<file path="src/rtl/br_pkg.sv">
// Shared types and constants for the branch predictor: funct3 codes,
// 2-bit counter states, BTB entry layout and small helper functions.
// Pure declarations; no logic, no latency, no flow control.
package br_pkg;

   localparam logic [2:0] BEQ  = 3'b000;
   localparam logic [2:0] BNE  = 3'b001;
   localparam logic [2:0] BLT  = 3'b100;
   localparam logic [2:0] BGE  = 3'b101;
   localparam logic [2:0] BLTU = 3'b110;
   localparam logic [2:0] BGEU = 3'b111;

   typedef enum logic [1:0] {
      SNT = 2'b00,
      WNT = 2'b01,
      WT  = 2'b10,
      ST  = 2'b11
   } ctr_e;

   // Tag field is sized for the smallest legal index (IDX_W=0); narrower
   // tags are stored zero-extended so the struct stays index-independent.
   localparam int TAG_W = 30;

   typedef struct packed {
      logic             valid;
      logic [TAG_W-1:0] tag;
      logic [31:0]      target;
      ctr_e             ctr;
   } btb_entry_t;

   function automatic logic [TAG_W-1:0] pc_tag(input logic [31:0] pc, input int idx_w);
      logic [31:0] sh;
      sh = pc >> (idx_w + 2);
      return sh[TAG_W-1:0];
   endfunction

   function automatic ctr_e sat_inc(input ctr_e c);
      return (c == ST) ? ST : ctr_e'(c + 2'd1);
   endfunction

   function automatic ctr_e sat_dec(input ctr_e c);
      return (c == SNT) ? SNT : ctr_e'(c - 2'd1);
   endfunction

endpackage

</file>
<file path="src/rtl/br_pred_ctrl_if.sv">
// Bundle of fetch-prediction and EX-resolution signals for br_pred_ctrl.
// No latency of its own; prediction and resolution are combinational paths.
// No backpressure: i_ex_stall freezes resolution, fetch is never stalled.
interface br_pred_ctrl_if;
   logic [31:0] i_if_pc;
   logic        o_pred_taken;
   logic [31:0] o_pred_target;
   logic        i_ex_valid;
   logic        i_ex_stall;
   logic        i_ex_is_br;
   logic        i_ex_is_jmp;
   logic [2:0]  i_ex_funct3;
   logic [31:0] i_ex_pc;
   logic [31:0] i_ex_target;
   logic        i_ex_pred_taken;
   logic [31:0] i_ex_pred_target;
   logic        o_br_uns;
   logic        i_br_less;
   logic        i_br_equal;
   logic        o_flush;
   logic [31:0] o_redirect_pc;
   logic [31:0] o_br_cnt;
   logic [31:0] o_mispred_cnt;

   // master: pipeline side driving fetch/EX info; slave: the controller
   modport master (
      output i_if_pc, i_ex_valid, i_ex_stall, i_ex_is_br, i_ex_is_jmp, i_ex_funct3,
             i_ex_pc, i_ex_target, i_ex_pred_taken, i_ex_pred_target, i_br_less, i_br_equal,
      input  o_pred_taken, o_pred_target, o_br_uns, o_flush, o_redirect_pc,
             o_br_cnt, o_mispred_cnt
   );

   modport slave (
      input  i_if_pc, i_ex_valid, i_ex_stall, i_ex_is_br, i_ex_is_jmp, i_ex_funct3,
             i_ex_pc, i_ex_target, i_ex_pred_taken, i_ex_pred_target, i_br_less, i_br_equal,
      output o_pred_taken, o_pred_target, o_br_uns, o_flush, o_redirect_pc,
             o_br_cnt, o_mispred_cnt
   );
endinterface

</file>
<file path="src/rtl/br_bht.sv">
// Direct-mapped BHT/BTB: async read port for fetch, one sync write port that trains entries.
// Read is combinational; writes commit on the clock edge (reads see the old entry, no bypass).
// No backpressure: wr_en is only raised for a resolved, non-stalled branch/jump.
// Ports: clk/rst, rd_idx -> rd_entry, wr_en/wr_idx/wr_tag/wr_target/wr_taken/wr_is_jmp.
module br_bht
   import br_pkg::*;
#(
   parameter int IDX_W = 4
) (
   input  logic              clk,
   input  logic              rst,
   input  logic [IDX_W-1:0]  rd_idx,
   output btb_entry_t        rd_entry,
   input  logic              wr_en,
   input  logic [IDX_W-1:0]  wr_idx,
   input  logic [TAG_W-1:0]  wr_tag,
   input  logic [31:0]       wr_target,
   input  logic              wr_taken,
   input  logic              wr_is_jmp
);
   localparam int DEPTH = 1 << IDX_W;

   btb_entry_t mem [DEPTH];
   btb_entry_t cur;
   btb_entry_t nxt;
   logic       hit;
   logic       do_wr;

   assign rd_entry = mem[rd_idx];

   // Read-modify-write of the entry being trained.
   always_comb begin
      cur   = mem[wr_idx];
      hit   = cur.valid && (cur.tag == wr_tag);
      nxt   = cur;
      do_wr = 1'b0;
      if (wr_is_jmp) begin
         nxt.valid  = 1'b1;
         nxt.tag    = wr_tag;
         nxt.target = wr_target;
         nxt.ctr    = ST;
         do_wr      = wr_en;
      end else if (wr_taken) begin
         nxt.valid  = 1'b1;
         nxt.tag    = wr_tag;
         nxt.target = wr_target;
         // fresh allocation starts weakly taken rather than counting from the evicted entry
         nxt.ctr    = hit ? sat_inc(cur.ctr) : WT;
         do_wr      = wr_en;
      end else if (hit) begin
         // not-taken on a miss leaves the table alone
         nxt.ctr    = sat_dec(cur.ctr);
         do_wr      = wr_en;
      end
   end

   always_ff @(posedge clk or posedge rst) begin
      if (rst) begin
         for (int i = 0; i < DEPTH; i++) begin
            mem[i] <= '{valid: 1'b0, tag: '0, target: '0, ctr: WNT};
         end
      end else if (do_wr) begin
         mem[wr_idx] <= nxt;
      end
   end
endmodule

</file>
<file path="src/rtl/br_pred_ctrl.sv">
// Branch predict/resolve controller: fetch prediction, taken decode, mispredict flush, stats.
// Prediction, o_br_uns, o_flush and o_redirect_pc are same-cycle; tables/stats update next edge.
// No backpressure: i_ex_stall holds all state and suppresses flush until EX moves.
// Ports: i_clk, i_reset (async, active-high), bus (br_pred_ctrl_if.slave).
module br_pred_ctrl
   import br_pkg::*;
#(
   parameter int IDX_W = 4
) (
   input  logic         i_clk,
   input  logic         i_reset,
   br_pred_ctrl_if.slave bus
);
   btb_entry_t       rd_entry;
   logic             pred_hit;
   logic             legal;
   logic             br_taken;
   logic             taken;
   logic             act;
   logic             mispred;
   logic [31:0]      br_cnt_q;
   logic [31:0]      mispred_cnt_q;

   br_bht #(.IDX_W(IDX_W)) u_bht (
      .clk       (i_clk),
      .rst       (i_reset),
      .rd_idx    (bus.i_if_pc[IDX_W+1:2]),
      .rd_entry  (rd_entry),
      .wr_en     (act),
      .wr_idx    (bus.i_ex_pc[IDX_W+1:2]),
      .wr_tag    (pc_tag(bus.i_ex_pc, IDX_W)),
      .wr_target (bus.i_ex_target),
      .wr_taken  (taken),
      .wr_is_jmp (bus.i_ex_is_jmp)
   );

   // Fetch prediction
   assign pred_hit           = rd_entry.valid && (rd_entry.tag == pc_tag(bus.i_if_pc, IDX_W));
   assign bus.o_pred_taken   = pred_hit && rd_entry.ctr[1];
   assign bus.o_pred_target  = bus.o_pred_taken ? rd_entry.target : 32'd0;

   // Comparator control and taken decode; funct3[1] selects the unsigned pair
   assign bus.o_br_uns = bus.i_ex_funct3[1];

   always_comb begin
      legal    = 1'b1;
      br_taken = 1'b0;
      case (bus.i_ex_funct3)
         BEQ:         br_taken = bus.i_br_equal;
         BNE:         br_taken = !bus.i_br_equal;
         BLT, BLTU:   br_taken = bus.i_br_less;
         BGE, BGEU:   br_taken = !bus.i_br_less;
         default:     legal    = 1'b0;
      endcase
   end

   assign taken   = bus.i_ex_is_jmp || br_taken;
   assign act     = bus.i_ex_valid && !bus.i_ex_stall &&
                    (bus.i_ex_is_jmp || (bus.i_ex_is_br && legal));
   assign mispred = (taken != bus.i_ex_pred_taken) ||
                    (taken && (bus.i_ex_pred_target != bus.i_ex_target));

   assign bus.o_flush       = act && mispred;
   assign bus.o_redirect_pc = !bus.o_flush ? 32'd0 :
                              taken        ? bus.i_ex_target : (bus.i_ex_pc + 32'd4);

   // Statistics
   always_ff @(posedge i_clk or posedge i_reset) begin
      if (i_reset) begin
         br_cnt_q      <= '0;
         mispred_cnt_q <= '0;
      end else begin
         if (act)         br_cnt_q      <= br_cnt_q + 32'd1;
         if (bus.o_flush) mispred_cnt_q <= mispred_cnt_q + 32'd1;
      end
   end

   assign bus.o_br_cnt      = br_cnt_q;
   assign bus.o_mispred_cnt = mispred_cnt_q;
endmodule

</file>
<file path="src/flat_wrapper.sv">
// flat-port wrapper written by rule: the top's interface ports become plain ports
module br_pred_ctrl_flat import br_pkg::*;
#(
   parameter int IDX_W = 4
)
  (i_clk, i_reset, bus_i_if_pc, bus_i_ex_valid, bus_i_ex_stall, bus_i_ex_is_br, bus_i_ex_is_jmp, bus_i_ex_funct3, bus_i_ex_pc, bus_i_ex_target, bus_i_ex_pred_taken, bus_i_ex_pred_target, bus_i_br_less, bus_i_br_equal, bus_o_pred_taken, bus_o_pred_target, bus_o_br_uns, bus_o_flush, bus_o_redirect_pc, bus_o_br_cnt, bus_o_mispred_cnt);
  br_pred_ctrl_if bus_i ();
  input  logic i_clk;
  input  logic i_reset;
  input wire logic [$bits(bus_i.i_if_pc)-1:0] bus_i_if_pc;
  input wire logic [$bits(bus_i.i_ex_valid)-1:0] bus_i_ex_valid;
  input wire logic [$bits(bus_i.i_ex_stall)-1:0] bus_i_ex_stall;
  input wire logic [$bits(bus_i.i_ex_is_br)-1:0] bus_i_ex_is_br;
  input wire logic [$bits(bus_i.i_ex_is_jmp)-1:0] bus_i_ex_is_jmp;
  input wire logic [$bits(bus_i.i_ex_funct3)-1:0] bus_i_ex_funct3;
  input wire logic [$bits(bus_i.i_ex_pc)-1:0] bus_i_ex_pc;
  input wire logic [$bits(bus_i.i_ex_target)-1:0] bus_i_ex_target;
  input wire logic [$bits(bus_i.i_ex_pred_taken)-1:0] bus_i_ex_pred_taken;
  input wire logic [$bits(bus_i.i_ex_pred_target)-1:0] bus_i_ex_pred_target;
  input wire logic [$bits(bus_i.i_br_less)-1:0] bus_i_br_less;
  input wire logic [$bits(bus_i.i_br_equal)-1:0] bus_i_br_equal;
  output wire logic [$bits(bus_i.o_pred_taken)-1:0] bus_o_pred_taken;
  output wire logic [$bits(bus_i.o_pred_target)-1:0] bus_o_pred_target;
  output wire logic [$bits(bus_i.o_br_uns)-1:0] bus_o_br_uns;
  output wire logic [$bits(bus_i.o_flush)-1:0] bus_o_flush;
  output wire logic [$bits(bus_i.o_redirect_pc)-1:0] bus_o_redirect_pc;
  output wire logic [$bits(bus_i.o_br_cnt)-1:0] bus_o_br_cnt;
  output wire logic [$bits(bus_i.o_mispred_cnt)-1:0] bus_o_mispred_cnt;
  assign bus_i.i_if_pc = bus_i_if_pc;
  assign bus_i.i_ex_valid = bus_i_ex_valid;
  assign bus_i.i_ex_stall = bus_i_ex_stall;
  assign bus_i.i_ex_is_br = bus_i_ex_is_br;
  assign bus_i.i_ex_is_jmp = bus_i_ex_is_jmp;
  assign bus_i.i_ex_funct3 = bus_i_ex_funct3;
  assign bus_i.i_ex_pc = bus_i_ex_pc;
  assign bus_i.i_ex_target = bus_i_ex_target;
  assign bus_i.i_ex_pred_taken = bus_i_ex_pred_taken;
  assign bus_i.i_ex_pred_target = bus_i_ex_pred_target;
  assign bus_i.i_br_less = bus_i_br_less;
  assign bus_i.i_br_equal = bus_i_br_equal;
  assign bus_o_pred_taken = bus_i.o_pred_taken;
  assign bus_o_pred_target = bus_i.o_pred_target;
  assign bus_o_br_uns = bus_i.o_br_uns;
  assign bus_o_flush = bus_i.o_flush;
  assign bus_o_redirect_pc = bus_i.o_redirect_pc;
  assign bus_o_br_cnt = bus_i.o_br_cnt;
  assign bus_o_mispred_cnt = bus_i.o_mispred_cnt;
  br_pred_ctrl #(.IDX_W(IDX_W)) u_core (.i_clk(i_clk), .i_reset(i_reset), .bus(bus_i));
endmodule
</file>
<file path="config.mk">
export PLATFORM = sky130hd
export DESIGN_NAME = br_pred_ctrl_flat
export DESIGN_NICKNAME = d
export VERILOG_FILES = /design/src/rtl/br_pkg.sv /design/src/rtl/br_pred_ctrl_if.sv /design/src/rtl/br_bht.sv /design/src/rtl/br_pred_ctrl.sv /design/src/flat_wrapper.sv
export SDC_FILE = /design/constraint.sdc
export NUM_CORES = 2
export LEC_CHECK = 0
export CAP_MARGIN = 0
export CORE_ASPECT_RATIO = 1.25
export CORE_MARGIN = 2
export CORE_UTILIZATION = 60
export DETAILED_ROUTE_END_ITERATION = 12
export HOLD_SLACK_MARGIN = 0.12
export MAX_ROUTING_LAYER = met4
export PLACE_DENSITY = 0.9
export RECOVER_POWER = 100
export SLEW_MARGIN = 10
export SYNTH_ARGS = -nofsm -noshare
export SYNTH_HDL_FRONTEND = slang
export SYNTH_SLANG_ARGS = --single-unit
</file>
<file path="constraint.sdc">
create_clock -name i_clk -period 41 [get_ports i_clk]
set_input_delay 4.1 -clock i_clk [delete_from_list [all_inputs] [get_ports i_clk]]
set_output_delay 4.1 -clock i_clk [all_outputs]
set_load 0.02 [all_outputs]
</file>
-- Word-level counts from Yosys, hierarchy flattened
Index checks and enable logic that the tools add are counted.
- flip-flop bits (word level): 1104
- bits of input ports: 140
- output and inout bits: 131
- word-level logic and storage cells: 130
- add/subtract/negate cells: 5
- order comparisons: 3
- equal/unequal tests: 10
- muxes and demuxes: 24
- bitwise gates (word level): 2
- reduce and logical (&&, ||, !) cells: 20
- operator list (cell ; count):
    1040-bit bitwise mux ; 1
    65-bit binary-select mux with 4-bit select ; 2
    65-bit 2-to-1 mux ; 6
    65-bit demux with 4-bit select ; 1
    32-bit 2-to-1 mux ; 3
    32-bit by 1-bit adder with 32-bit output (second input constant) ; 2
    63-bit 2-to-1 mux ; 1
    30-bit by 26-bit equality test with 1-bit output ; 2
    32-bit by 3-bit adder with 32-bit output (second input constant) ; 1
    32-bit inequality test ; 1
    3-bit equality test (second input constant) ; 4
    5-bit greater-or-equal comparator (second input constant) ; 2
    2-bit 2-to-1 mux ; 5
    4-bit inverter with 5-bit output ; 2
    1-bit logical AND ; 9
    6-bit OR reduction ; 1
    5-bit by 1-bit < comparator with 1-bit output (second input constant) ; 1
    1-bit 2-to-1 mux ; 4
    1-bit case mux with 4 select lines ; 1
    2-bit OR reduction ; 2
    3-bit by 1-bit equality test with 1-bit output (second input constant) ; 1
    1-bit logical NOT ; 3
    3-bit logical NOT ; 1
    1-bit logical OR ; 3
    other kinds (5) ; 5

-- Logic depth before layout (Yosys ltp)
- word-level depth: 10
- gate-level depth with buffers: 18
- gate-level depth less buffers: 10

-- Cells and area by module
Synthesis repeated with hierarchy kept, for this count alone.
- cell total of the unflattened synthesis: 4234
- area total of the unflattened synthesis: 61940.7 sq um
- modules (own cells, without submodules) (module ; times used ; cells an instance ; area an instance (sq um) ; sequential area each (sq um)):
    br_bht ; 1 ; 3669 ; 57062.2 ; 26045.0
    br_pred_ctrl ; 1 ; 565 ; 4878.4 ; 1601.5

-- Least setup slack after synthesis
No wires, ideal clock.
- path kind: input port to output port
- start: in bus_i_if_pc[2]
- end: out bus_o_pred_target[10]
- arrival time: 7215 ps
- setup slack: 29685 ps
- stages on the path: 10
- cell sequence: clkbuf_1 -> buf_2 -> buf_1 -> mux4_2 -> mux4_2 -> xor2_1 -> nor4_1 -> nand4_1 -> clkbuf_1 -> nor2b_1
- longest elaborated chain between the ends: 8
- RTL lines (what ; line ; text):
    start, declared ; flat_wrapper.sv:10 ; input wire logic [$bits(bus_i.i_if_pc)-1:0] bus_i_if_pc;
    4-bit inverter with 5-bit output (implied by the code) (*) ; br_bht.sv:29 ; assign rd_entry = mem[rd_idx];
    65-bit binary-select mux with 4-bit select (*) ; br_bht.sv:29 ;
    65-bit 2-to-1 mux (implied by the code) (*) (2 in series) ; br_bht.sv:29 ;
    30-bit by 26-bit equality test with 1-bit output ; br_pred_ctrl.sv:38 ; assign pred_hit = rd_entry.valid && (rd_entry.tag == pc_tag(bus.i_if_pc, IDX_W));
    1-bit logical AND ; br_pred_ctrl.sv:38 ;
    1-bit logical AND ; br_pred_ctrl.sv:39 ; assign bus.o_pred_taken = pred_hit && rd_entry.ctr[1];
    32-bit 2-to-1 mux (*) ; br_pred_ctrl.sv:40 ; assign bus.o_pred_target = bus.o_pred_taken ? rd_entry.target : 32'd0;
    end, declared ; flat_wrapper.sv:23 ; output wire logic [$bits(bus_i.o_pred_target)-1:0] bus_o_pred_target;
Every way passes the cells marked *; elsewhere a longest branch is shown, timed or not. The select of a mux whose other input is x is not followed.

-- Worst setup path in the final report
- start: in bus_i_if_pc[2]
- end: out bus_o_pred_target[5]
The elaborated chain is that of the path after synthesis.

==> results.env <==
RUN_STATUS='finished with violations'
VIOLATIONS='capacitance limit, slew limit'
REMAINING_DRC_ERRORS=0
DRV_CAP=58
TIMING.CRITICAL_PATH.MODE_CELL='clkbuf_1'
ROWS=130
WORSTMARGINPINSLEW_NS=9.19
SYNTH.TOP_CELLS.BY_AREA='dfrtp_1, mux4_2, mux2_2, mux2_1, nand2_1'
SYN_INST=4143
POST_SYNTH_INSTANCE_AREA_UM2=60700
PIN_COUNT_OF_THE_BIGGEST_NET_ENTERING_GLOBAL_ROUTING=174
CP_CELL_SEQUENCE='clkbuf_1, clkbuf_1, clkbuf_1, mux4_2, mux4_2, xnor2_1, nand4_1, nor4_1, nand4_1, clkbuf_1, nor2b_1, dlygate4sd3_1'
NUM_VIAS=40818
DIEAREA_UM2=104000
POSTSYNTHAREAPERCELL_UM2=14.6
DESIGN.FINAL.NETS=4369
DRT_PASS1_ITERATIONS=11
MAX_SLEW_MARGIN=-5.13
SYNTH_EDF_COUNT=0
GRT_OVF=0
FINAL-SETUP-VIOL-COUNT=0
GRT_PASS1_WL_UM=268000
FLOORPLAN.INITIALDENSITY=0.605
POSTPLACECELLAREA_UM2=63400
POWER.DENSITY_nW_PER_UM2=43.0
FINAL_LAYOUT_SIZE_SUFFIX_GT1_FRAC=0.368
CTS_TREE='built'
LAYOUT.FILLER_CELLS=6528
CHIPWIDTH_UM=288
CLOCK_SINK_COUNT=1104
VIAS_IN_THE_FIRST_GLOBAL_ROUTE=42265
TIMING_MAX_TRANSITION_VIOLATIONS_FINAL=2722
AREA_GROWTH_SYN_TO_LAYOUT_PCT=9.90
DETAIL_ROUTE.VIAS_PER_CELL=7.24
WIRE_PER_INST_UM=31.7
DETAIL_ROUTE.WIRELENGTH_UM=179000
POWER.STATIC_LEAKAGE_nW=29.8
PLACE_CONGESTION=0.993
LAYOUT_MIN_CYCLE_TIME_NS=24.57
POST_SYNTH_NUM_CELL_TYPES=63
YS_SEQ_AREA_FRAC=0.456
VERT_DIE_DIM_UM=360
SYNTH.FF_LATCH_COUNT=1104
TRACK_USAGE=0.359
PLACEABLECOREAREA_UM2=100000
FINALHOLDVIOLATIONS=0
DETAIL-ROUTE-ANTENNA-NETS=0
CRIT_TYPE='input port to output port'
WORST_CLOCK_SKEW_NS=0.0485
HOLD_FIX_BUFFERS_CTS=0
SYNTH_TOP_AREA_CELL='dfrtp_1'
CP_DATA_REQUIRED_TIME_NS=36.90
FINAL_COMMON_CELL='dfrtp_1'
POST-DP-HPWL_UM=107000
R2R.WORST_PATH.CELLS=11
CP_SLOWEST_STAGE_DELAY_NS=5.03
DETAIL_ROUTE.ITER0.VIOLATIONS=4836
SYNTH_TOP_AREA_SHARE=0.449
POSTSYNTH.ASYNCRESETSHARE=1.00
TIMING.HOLD.WORST.CLASS='flop to flop'
CTS-ROOT-TO-SINK-BUFFERS=3
FIN_CRIT_SH=0.599
CTS_REPAIR_RESIZE_COUNT=0
CLK_PIN_SLEW_NS=0.06
MAXIMUM_VDD_DROP_mV=0.0313
IO_PINS=271
WORST-ENDPOINT-ARRIVAL_NS=20.47
FIN_SETUP_TNS_NS=0
SYNTHESIS.NETS=4289
WORST-PATH-MAX-FANOUT=96
CP-END-KIND='output port'
CLK-INSERTION-DELAY-LATE_NS=0.71
TIMING.HOLD.WORST_PATH_DEPTH=1
PORT_BUFFERS=268
GRT_ANTENNA_BEFORE_REPAIR=12
CELL_AT_THE_SLOWEST_STAGE_OF_THE_CRITICAL_PATH='clkbuf_1'
HOLD_WS_NS=0.463
RSZ0062_AT_GRT='no'
POSTCTSSETUPBUFFERS=0
DOMINANTREGCELLSYNTH='dfrtp_1'
CTS_MAX_LEVEL=3
CTS-BUFFERS-INSERTED=104
FMAX_MHz=40.7
MOSTFREQUENTLAYOUTCELLS='dfrtp_1, mux2_2, mux4_2'
YS_WARN_COUNT=0
FINAL_AREA_UM2=66700
SETUP.WORST_PATH.START_CLASS='input port'
CTS.ROOT.BUFFER_CELL='clkbuf_16'
==> cell usage after synthesis, types with 28 or more instances <==
library cell,n
o21ai_0,28
xor2_1,80
nand2_1,256
nor2_1,76
nor3_1,28
buf_8,35
buf_6,37
clkbuf_1,150
mux2_2,770
buf_2,64
mux2i_1,94
xnor2_1,101
buf_4,55
mux2_1,199
buf_1,37
nand3_1,60
a21oi_1,51
dfrtp_1,1088
nor2b_1,109
mux4_2,563
==> worst max-delay path, delay by kind of cell <==
family                    cells  cell delay [ns]
xor gates and xnor gates      1             0.17
muxes                         2             1.38
buffers and inverters         5            14.15
and+or+nand+nor               4             0.54
==> stage by stage <==
stage | power [mW] | std cells | utilization | setup slack [ns]
2_1_floorplan | 1.68 | 4143 | - | 5.84
3_3_place_gp | 1.81 | 5437 | 0.632 | 26.82
3_5_place_dp | 1.84 | 5437 | 0.632 | 26.70
4_1_cts | 2.86 | 5630 | 0.667 | 26.70
5_1_grt | 2.95 | 5640 | 0.664 | 14.48
6_report | 2.87 | 5641 | 0.665 | 16.43
==> metal layers <==
layer,track usage,part of all wire,up-vias
met5,-,0,-
met4,0.193,0.064,0
met3,0.124,0.13,789
met2,0.531,0.47,2770
met1,0.434,0.35,21455
li1,-,-,15804
==> kinds of logic after synthesis <==
kind of cell    synth area share
buf+inv                   0.0405
fa+ha+maj                0.00124
flops                      0.456
simple gates              0.0539
mux                        0.404
compound gates            0.0184
xor+xnor                  0.0261
==> flip-flops by register name (all words and copies together) (netlist names) <==
signal,cells
u_core.bus.o_br_cnt,32
u_core.bus.o_mispred_cnt,32
u_core.u_bht.mem,1040
==> path summary, 6_finish.rpt <==
check | endpoint | from | slack (ns)
worst max-delay path | bus_o_pred_target[5] | bus_i_if_pc[2] | 16.43
worst min-delay path | u_core.bus.o_br_cnt[31] | u_core.bus.o_br_cnt[31] | 0.46
worst max register to register | u_core.u_bht.mem[162] | u_core.u_bht.mem[1015] | 29.40
worst min register to register | u_core.bus.o_br_cnt[31] | u_core.bus.o_br_cnt[31] | 0.46
max in group asynchronous | u_core.u_bht.mem[162] | i_reset | 20.99
min in group asynchronous | u_core.u_bht.mem[132] | i_reset | 5.50
==> layout make-up <==
type	instances	area, µm²	area share
multi-input cells	2639	30600	0.458
well taps	1320	1650	0.0248
repair buffers	352	3150	0.0472
clock buffers	150	3050	0.0457
diodes	11	27.5	0.000413
clock inverters	43	524	0.00786
flip-flops and latches	1104	27600	0.415
inverters	22	83.8	0.00126
==> where the power goes <==
group	internal [mW]	switching, mW	total [mW]
Clock	0.582	0.440	1.02
Combinational	0.272	0.247	0.519
Sequential	1.22	0.108	1.32
Total	2.07	0.794	2.87
Power figures use the tool's default switching activity.
